`src/rtl/mem_pkg.sv`:
```
// Shared types for the two-port memory request arbiter: default widths,
// requester identity, request payload and the read-return tag.
package mem_pkg;

  localparam int unsigned MEM_DATA_WIDTH = 32;
  localparam int unsigned MEM_ADDR_WIDTH = 32;

  typedef enum logic {
    PORT_A = 1'b0,
    PORT_B = 1'b1
  } port_id_t;

  typedef struct packed {
    logic                      wr;
    logic [MEM_ADDR_WIDTH-1:0] addr;
    logic [MEM_DATA_WIDTH-1:0] wdata;
  } mem_req_t;

  typedef struct packed {
    logic     valid;
    port_id_t port_id;
  } rd_tag_t;

endpackage

```
`src/rtl/mem_req_arbiter_if.sv`:
```
// Requester handshakes plus the single memory channel; master is the arbiter
// side, slave is the requesters/memory side.
interface mem_req_arbiter_if
  import mem_pkg::*;
#(
  parameter int unsigned DATA_WIDTH = MEM_DATA_WIDTH,
  parameter int unsigned ADDR_WIDTH = MEM_ADDR_WIDTH
);

  logic                  a_req_valid;
  logic                  a_req_ready;
  logic                  a_req_wr;
  logic [ADDR_WIDTH-1:0] a_req_addr;
  logic [DATA_WIDTH-1:0] a_req_wdata;
  logic                  a_rvalid;
  logic [DATA_WIDTH-1:0] a_rdata;

  logic                  b_req_valid;
  logic                  b_req_ready;
  logic                  b_req_wr;
  logic [ADDR_WIDTH-1:0] b_req_addr;
  logic [DATA_WIDTH-1:0] b_req_wdata;
  logic                  b_rvalid;
  logic [DATA_WIDTH-1:0] b_rdata;

  logic                  mem_write_en;
  logic                  mem_read_en;
  logic [ADDR_WIDTH-1:0] mem_addr;
  logic [DATA_WIDTH-1:0] mem_w_data;
  logic [DATA_WIDTH-1:0] mem_r_data;

  modport master (
    input  a_req_valid, a_req_wr, a_req_addr, a_req_wdata,
    output a_req_ready, a_rvalid, a_rdata,
    input  b_req_valid, b_req_wr, b_req_addr, b_req_wdata,
    output b_req_ready, b_rvalid, b_rdata,
    output mem_write_en, mem_read_en, mem_addr, mem_w_data,
    input  mem_r_data
  );

  modport slave (
    output a_req_valid, a_req_wr, a_req_addr, a_req_wdata,
    input  a_req_ready, a_rvalid, a_rdata,
    output b_req_valid, b_req_wr, b_req_addr, b_req_wdata,
    input  b_req_ready, b_rvalid, b_rdata,
    input  mem_write_en, mem_read_en, mem_addr, mem_w_data,
    output mem_r_data
  );

endinterface

```
`src/rtl/rd_tag_pipe.sv`:
```
// Fixed-depth shift register carrying read-owner tags so that each tag leaves
// the pipe in the same cycle its read data appears on mem_r_data.
module rd_tag_pipe
  import mem_pkg::*;
#(
  parameter int unsigned DEPTH = 1
) (
  input  logic    clk,
  input  logic    reset,
  input  rd_tag_t tag_i,
  output rd_tag_t tag_o
);

  rd_tag_t [DEPTH-1:0] pipe_q;
  rd_tag_t [DEPTH-1:0] pipe_d;

  generate
    if (DEPTH == 1) begin : g_single
      assign pipe_d = tag_i;
    end else begin : g_multi
      assign pipe_d = {pipe_q[DEPTH-2:0], tag_i};
    end
  endgenerate

  always_ff @(posedge clk or negedge reset) begin
    if (!reset) begin
      pipe_q <= '0;
    end else begin
      pipe_q <= pipe_d;
    end
  end

  assign tag_o = pipe_q[DEPTH-1];

endmodule

```
`src/rtl/mem_req_arbiter.sv`:
```
// Round-robin merge of two valid/ready requesters onto one registered memory
// channel, with read data steered back to the issuing port in order.
module mem_req_arbiter
  import mem_pkg::*;
#(
  parameter int unsigned DATA_WIDTH = MEM_DATA_WIDTH,
  parameter int unsigned ADDR_WIDTH = MEM_ADDR_WIDTH,
  parameter int unsigned RD_LATENCY = 1
) (
  input logic               clk,
  input logic               reset,
  mem_req_arbiter_if.master bus
);

  port_id_t              ptr_q, ptr_d;
  port_id_t              rd_port_q, rd_port_d;
  logic                  mem_we_q, mem_we_d;
  logic                  mem_re_q, mem_re_d;
  logic [ADDR_WIDTH-1:0] mem_addr_q, mem_addr_d;
  logic [DATA_WIDTH-1:0] mem_wdata_q, mem_wdata_d;
  logic                  a_rvalid_q, a_rvalid_d;
  logic                  b_rvalid_q, b_rvalid_d;
  logic [DATA_WIDTH-1:0] a_rdata_q, a_rdata_d;
  logic [DATA_WIDTH-1:0] b_rdata_q, b_rdata_d;
  logic                  grant_a;
  logic                  grant_b;
  rd_tag_t               tag_in;
  rd_tag_t               tag_out;

  // Tag enters alongside the registered read strobe, so DEPTH equals the RAM latency.
  assign tag_in.valid   = mem_re_q;
  assign tag_in.port_id = rd_port_q;

  rd_tag_pipe #(
    .DEPTH(RD_LATENCY)
  ) u_rd_tag_pipe (
    .clk  (clk),
    .reset(reset),
    .tag_i(tag_in),
    .tag_o(tag_out)
  );

  always_comb begin
    // Ready is gated by reset so nothing is accepted while reset is held.
    grant_a     = reset && bus.a_req_valid && (!bus.b_req_valid || (ptr_q == PORT_A));
    grant_b     = reset && bus.b_req_valid && (!bus.a_req_valid || (ptr_q == PORT_B));

    ptr_d       = ptr_q;
    rd_port_d   = rd_port_q;
    mem_we_d    = 1'b0;
    mem_re_d    = 1'b0;
    mem_addr_d  = mem_addr_q;
    mem_wdata_d = mem_wdata_q;

    if (grant_a) begin
      ptr_d       = PORT_B;
      rd_port_d   = PORT_A;
      mem_we_d    = bus.a_req_wr;
      mem_re_d    = !bus.a_req_wr;
      mem_addr_d  = bus.a_req_addr;
      mem_wdata_d = bus.a_req_wr ? bus.a_req_wdata : '0;
    end else if (grant_b) begin
      ptr_d       = PORT_A;
      rd_port_d   = PORT_B;
      mem_we_d    = bus.b_req_wr;
      mem_re_d    = !bus.b_req_wr;
      mem_addr_d  = bus.b_req_addr;
      mem_wdata_d = bus.b_req_wr ? bus.b_req_wdata : '0;
    end

    a_rvalid_d = tag_out.valid && (tag_out.port_id == PORT_A);
    b_rvalid_d = tag_out.valid && (tag_out.port_id == PORT_B);
    a_rdata_d  = a_rvalid_d ? bus.mem_r_data : a_rdata_q;
    b_rdata_d  = b_rvalid_d ? bus.mem_r_data : b_rdata_q;
  end

  always_ff @(posedge clk or negedge reset) begin
    if (!reset) begin
      ptr_q       <= PORT_A;
      rd_port_q   <= PORT_A;
      mem_we_q    <= 1'b0;
      mem_re_q    <= 1'b0;
      mem_addr_q  <= '0;
      mem_wdata_q <= '0;
      a_rvalid_q  <= 1'b0;
      b_rvalid_q  <= 1'b0;
      a_rdata_q   <= '0;
      b_rdata_q   <= '0;
    end else begin
      ptr_q       <= ptr_d;
      rd_port_q   <= rd_port_d;
      mem_we_q    <= mem_we_d;
      mem_re_q    <= mem_re_d;
      mem_addr_q  <= mem_addr_d;
      mem_wdata_q <= mem_wdata_d;
      a_rvalid_q  <= a_rvalid_d;
      b_rvalid_q  <= b_rvalid_d;
      a_rdata_q   <= a_rdata_d;
      b_rdata_q   <= b_rdata_d;
    end
  end

  assign bus.a_req_ready  = grant_a;
  assign bus.b_req_ready  = grant_b;
  assign bus.mem_write_en = mem_we_q;
  assign bus.mem_read_en  = mem_re_q;
  assign bus.mem_addr     = mem_addr_q;
  assign bus.mem_w_data   = mem_wdata_q;
  assign bus.a_rvalid     = a_rvalid_q;
  assign bus.a_rdata      = a_rdata_q;
  assign bus.b_rvalid     = b_rvalid_q;
  assign bus.b_rdata      = b_rdata_q;

endmodule

```
`src/flat_wrapper.sv`:
```
// flat-port wrapper written by rule: the top's interface ports become plain ports
module mem_req_arbiter_flat import mem_pkg::*;
#(
  parameter int unsigned DATA_WIDTH = MEM_DATA_WIDTH,
  parameter int unsigned ADDR_WIDTH = MEM_ADDR_WIDTH,
  parameter int unsigned RD_LATENCY = 1
)
  (clk, reset, bus_a_req_valid, bus_a_req_wr, bus_a_req_addr, bus_a_req_wdata, bus_a_req_ready, bus_a_rvalid, bus_a_rdata, bus_b_req_valid, bus_b_req_wr, bus_b_req_addr, bus_b_req_wdata, bus_b_req_ready, bus_b_rvalid, bus_b_rdata, bus_mem_write_en, bus_mem_read_en, bus_mem_addr, bus_mem_w_data, bus_mem_r_data);
  mem_req_arbiter_if #(.DATA_WIDTH(DATA_WIDTH), .ADDR_WIDTH(ADDR_WIDTH)) bus_i ();
  input logic clk;
  input logic reset;
  input wire logic [$bits(bus_i.a_req_valid)-1:0] bus_a_req_valid;
  input wire logic [$bits(bus_i.a_req_wr)-1:0] bus_a_req_wr;
  input wire logic [$bits(bus_i.a_req_addr)-1:0] bus_a_req_addr;
  input wire logic [$bits(bus_i.a_req_wdata)-1:0] bus_a_req_wdata;
  output wire logic [$bits(bus_i.a_req_ready)-1:0] bus_a_req_ready;
  output wire logic [$bits(bus_i.a_rvalid)-1:0] bus_a_rvalid;
  output wire logic [$bits(bus_i.a_rdata)-1:0] bus_a_rdata;
  input wire logic [$bits(bus_i.b_req_valid)-1:0] bus_b_req_valid;
  input wire logic [$bits(bus_i.b_req_wr)-1:0] bus_b_req_wr;
  input wire logic [$bits(bus_i.b_req_addr)-1:0] bus_b_req_addr;
  input wire logic [$bits(bus_i.b_req_wdata)-1:0] bus_b_req_wdata;
  output wire logic [$bits(bus_i.b_req_ready)-1:0] bus_b_req_ready;
  output wire logic [$bits(bus_i.b_rvalid)-1:0] bus_b_rvalid;
  output wire logic [$bits(bus_i.b_rdata)-1:0] bus_b_rdata;
  output wire logic [$bits(bus_i.mem_write_en)-1:0] bus_mem_write_en;
  output wire logic [$bits(bus_i.mem_read_en)-1:0] bus_mem_read_en;
  output wire logic [$bits(bus_i.mem_addr)-1:0] bus_mem_addr;
  output wire logic [$bits(bus_i.mem_w_data)-1:0] bus_mem_w_data;
  input wire logic [$bits(bus_i.mem_r_data)-1:0] bus_mem_r_data;
  assign bus_i.a_req_valid = bus_a_req_valid;
  assign bus_i.a_req_wr = bus_a_req_wr;
  assign bus_i.a_req_addr = bus_a_req_addr;
  assign bus_i.a_req_wdata = bus_a_req_wdata;
  assign bus_a_req_ready = bus_i.a_req_ready;
  assign bus_a_rvalid = bus_i.a_rvalid;
  assign bus_a_rdata = bus_i.a_rdata;
  assign bus_i.b_req_valid = bus_b_req_valid;
  assign bus_i.b_req_wr = bus_b_req_wr;
  assign bus_i.b_req_addr = bus_b_req_addr;
  assign bus_i.b_req_wdata = bus_b_req_wdata;
  assign bus_b_req_ready = bus_i.b_req_ready;
  assign bus_b_rvalid = bus_i.b_rvalid;
  assign bus_b_rdata = bus_i.b_rdata;
  assign bus_mem_write_en = bus_i.mem_write_en;
  assign bus_mem_read_en = bus_i.mem_read_en;
  assign bus_mem_addr = bus_i.mem_addr;
  assign bus_mem_w_data = bus_i.mem_w_data;
  assign bus_i.mem_r_data = bus_mem_r_data;
  mem_req_arbiter #(.DATA_WIDTH(DATA_WIDTH), .ADDR_WIDTH(ADDR_WIDTH), .RD_LATENCY(RD_LATENCY)) u_core (.clk(clk), .reset(reset), .bus(bus_i));
endmodule
```
`config.mk`:
```
export PLATFORM = sky130hd
export DESIGN_NAME = mem_req_arbiter_flat
export DESIGN_NICKNAME = d
export VERILOG_FILES = /design/src/rtl/mem_pkg.sv /design/src/rtl/mem_req_arbiter_if.sv /design/src/rtl/rd_tag_pipe.sv /design/src/rtl/mem_req_arbiter.sv /design/src/flat_wrapper.sv
export SDC_FILE = /design/constraint.sdc
export NUM_CORES = 1
export LEC_CHECK = 0
export BUFFER_PORTS_ARGS = -buffer_cell sky130_fd_sc_hd__buf_2
export CAP_MARGIN = 5
export CORE_AREA = 2 2 115 117
export CTS_BUF_LIST = sky130_fd_sc_hd__clkbuf_4 sky130_fd_sc_hd__clkbuf_8 sky130_fd_sc_hd__clkbuf_16
export DETAILED_ROUTE_END_ITERATION = 10
export DIE_AREA = 0 0 117 119
export GPL_TIMING_DRIVEN = 0
export PLACE_DENSITY = 0.79
export SLEW_MARGIN = 20
export SYNTH_ARGS = -nofsm -noshare
export SYNTH_HDL_FRONTEND = slang
export SYNTH_SLANG_ARGS = --single-unit
```
`constraint.sdc`:
```
create_clock -name clk -period 1.6 [get_ports clk]
set_input_delay 0.16 -clock clk [delete_from_list [all_inputs] [get_ports clk]]
set_output_delay 0.16 -clock clk [all_outputs]
set_load 0.05 [all_outputs]
```
==> results.md <==
* Worst Path Required at 1.89 ns
* Residual DRC at 0
* Post-Synthesis Cells at approximately 450
* Area of placed instances at around 7300 sq um
* CTS tree: done
* Main synth FF type: dfrtp_1
* Yosys top cell area share at about three fifths
* Max Cap Viol at 0
* DR iter-0 viols at about 420
* Status: finished, violations left
* Cells on worst reg2reg path at 4
* Final Hold Vio Count at 58
* Slowest cell on crit path: mux2_2
* RSZ-0062 raised after global routing: yes
* Post-synthesis simple-gate area fraction at 9.563%
* Unique masters post-synth at 24
* Detail Placement HPWL at between 10 and 15 mm
* Top Ports at 300
* Worst r2r src: u_core.u_rd_tag_pipe.tag_o[0]
* Power Density at 1581 nW/um^2
* Top-count cell post-synth: dfrtp_1
* CTS root buf: clkbuf_16
* PortBufs at approximately 300
* Leak at 4.475 nW
* Detailed Route WL at around 20 mm
* Synth warn at 0
* First-pass GRT wire length at between 20 and 30 mm
* Initial Util at 43.39%
* Routed Antenna Nets at 0
* R2r endpoint: u_core.bus.a_rdata[15]
* Post-synth top cells: dfrtp_1 (136), mux2_2 (55), and2_1 (34)
* Worst-margin pin slew at 0.5006 ns
* Worst setup SP type: register
* Minimum clock period at approximately 1.5 ns
* Fraction of registers with async set/reset at between 90% and 100%
* Mean Syn Cell Area at ~12 sq um
* Post-synthesis register bit count at 136
* Die Area at roughly 14000 sq um
* Crit path capture type: register
* Fin crit share at between 90% and 100%
* Failing checks: negative hold slack
* Global Route Usage Sum at between 20% and 30%
* Routed vias/inst at between 5 and 6
* Site Rows at 42
* Layout Nets at between 1000 and 1500
* Clk slew on worst S/H paths at 0.06 ns
* Vias at between 5000 and 6000
* Die width at 117 um
* Total CTS buffers at 17
* CORE AREA at 12870 sq um
* Initial antenna violation count at 0
* Max VDD drop at 0.0006261 V
* Xor and xnor area share after synthesis at 0%
* Mux contribution to synthesized area at about 13%
* Critical path, cell by cell: nor2b_1, clkbuf_2, buf_2, mux2_2
* DR WL/cell at around 18 um
* Post-synthesis adder-cell area fraction at 0%
* Reg2Reg Setup Slack at 0.09 ns
* Largest family of logic cells by synthesized area: compound AO/OA/AOI/OAI gates
* Crit path kind: register to register
* Largest net degree at the start of global routing at slightly below 80
* Relative slew slack at between 60% and 70%
* EDFF count, synth at 0
* Synth Area in Compound Gates at between 10% and 20%
* Post-synthesis sequential area ratio at roughly 61%
* ANT cells at 0
* Syn_nets at ~600
* Die height at about 120 um
* Final setup viols at 0
* CTS sink count at between 100 and 150
* Post-Syn Area at ~5600 sq um
* DR pass1 iterations at 5
* Htree depth at 4
* Gpl congestion at between 0.8 and 0.9
* Worst-path fanout max at 10
* Largest cells by area after synthesis: dfrtp_1 (61%), mux2_2 (11%), a221o_1 (5.7%)
* Worst skew pair latency at around 0.43 ns
* Final slew viol count at 0
* Worst Clk Skew at 0.01997 ns
* Design area at between 9000 and 10000 sq um
* Layout area overhead at 64.97%
* CP max stage delay at between 0.3 and 0.4 ns
* Hold Path Class: input pin to asynchronous set/reset pin
* Clk buf depth at 2
* Grt total ovfl at 0
* Post-synth top area cell: dfrtp_1
* Worst Hold Slack at -0.3453 ns
* FMAX at between 600 and 700 MHz
* Crit path DAT at roughly 1.8 ns
* Ratio of cells with drive above 1 in the final layout at 45.58%
* Number of global-route vias before repair at between 5000 and 6000
-- final cells by class --
class                           count  area (sq um)
Buffer                             37         197.7
Clock buffer                       18         432.9
Clock inverter                     14         172.7
Fill cell                         852          3659
Inverter                            4         15.01
Multi-Input combinational cell    274          2004
Sequential cell                   136          3405
Tap cell                          176         220.2
Timing Repair Buffer              423          2769
-- kinds of logic (layout without fill, tap and decap cells) --
family                 Yosys count  after routing
buffers and inverters           41            496
and+or+nand+nor                107            107
muxes                           64             64
AOI/OAI and AO/OA              103            103
DFF                            136            136
-- routing by layer --
metal | GRT usage (%) | wire, um
met3 | 8.244 | 1524
met2 | 48.55 | 10180
met5 | 0 | 0
met4 | 10.59 | 545
met1 | 32.78 | 7584
-- how the worst max path moves through the flow --
stage,end,depth (start not counted),startpoint
after floorplan,u_core.rd_port_q,3,u_core.ptr_q
after global placement,u_core.bus.mem_w_data[28],5,reset
after detailed placement,u_core.bus.mem_w_data[27],5,reset
after CTS,u_core.bus.b_rdata[17],3,u_core.u_rd_tag_pipe.tag_o[0]
after global routing,u_core.bus.mem_addr[26],5,reset
final,u_core.bus.a_rdata[15],4,u_core.u_rd_tag_pipe.tag_o[0]
-- sequential cells by signal, indices dropped and copies added (netlist names), 2 cells and up --
signal and cells:
u_core.u_rd_tag_pipe.tag_o 2, u_core.bus.mem_addr 32, u_core.bus.mem_w_data 32, u_core.bus.b_rdata 32, u_core.bus.a_rdata 32
-- what timing repair did --
item	4_1_cts	5_1_grt
buffers inserted	0	2
endpoints found under the setup margin	70	56
hold buffers	120	1
pin swaps	0	1
hold endpoints to repair	174	59
gates resized for setup	8	17
gates cloned	0	0
-- cells in the final DEF (no fill, tap or decap), drive strengths merged, types with 2 or more instances in the layout --
master and count:
mux2 64, o21ai 34, nor2 32, and2 34, dlygate4sd3 121, a31oi 32
clkinv 3, clkbuf 43, bufinv 3, dfrtp 136, nand3 32, nand2 6
inv 7, buf 314, a221o 32, clkinvlp 5, a211oi 2
-- report_power, final --
group,internal [mW],switching [mW]
clock network,2.48,1.54
logic,1.61,4.20
registers,4.28,0.467
-- metrics by stage --
step	setup TNS [ns]	util, %	cells	setup slack, ns	power [mW]
2_1_floorplan	0	-	451	0.1447	8.695
3_3_place_gp	-386.44	56.73	926	-2.671	10.08
3_5_place_dp	-18.47	57.02	927	-0.4474	10.21
4_1_cts	0	71.21	1079	0.0002038	14.47
5_1_grt	-0.03628	71.58	1082	-0.02436	15.17
6_report	0	71.58	1082	0.09226	14.57
-- critical path, delay by kind of cell, from the launching register on --
kind | cells | cell delay (ns)
and+or+nand+nor | 1 | 0.10
buffers and inverters | 2 | 0.51
DFF | 1 | 0.38
muxes | 1 | 0.39
Note: power is estimated with default switching activity, not from simulation.
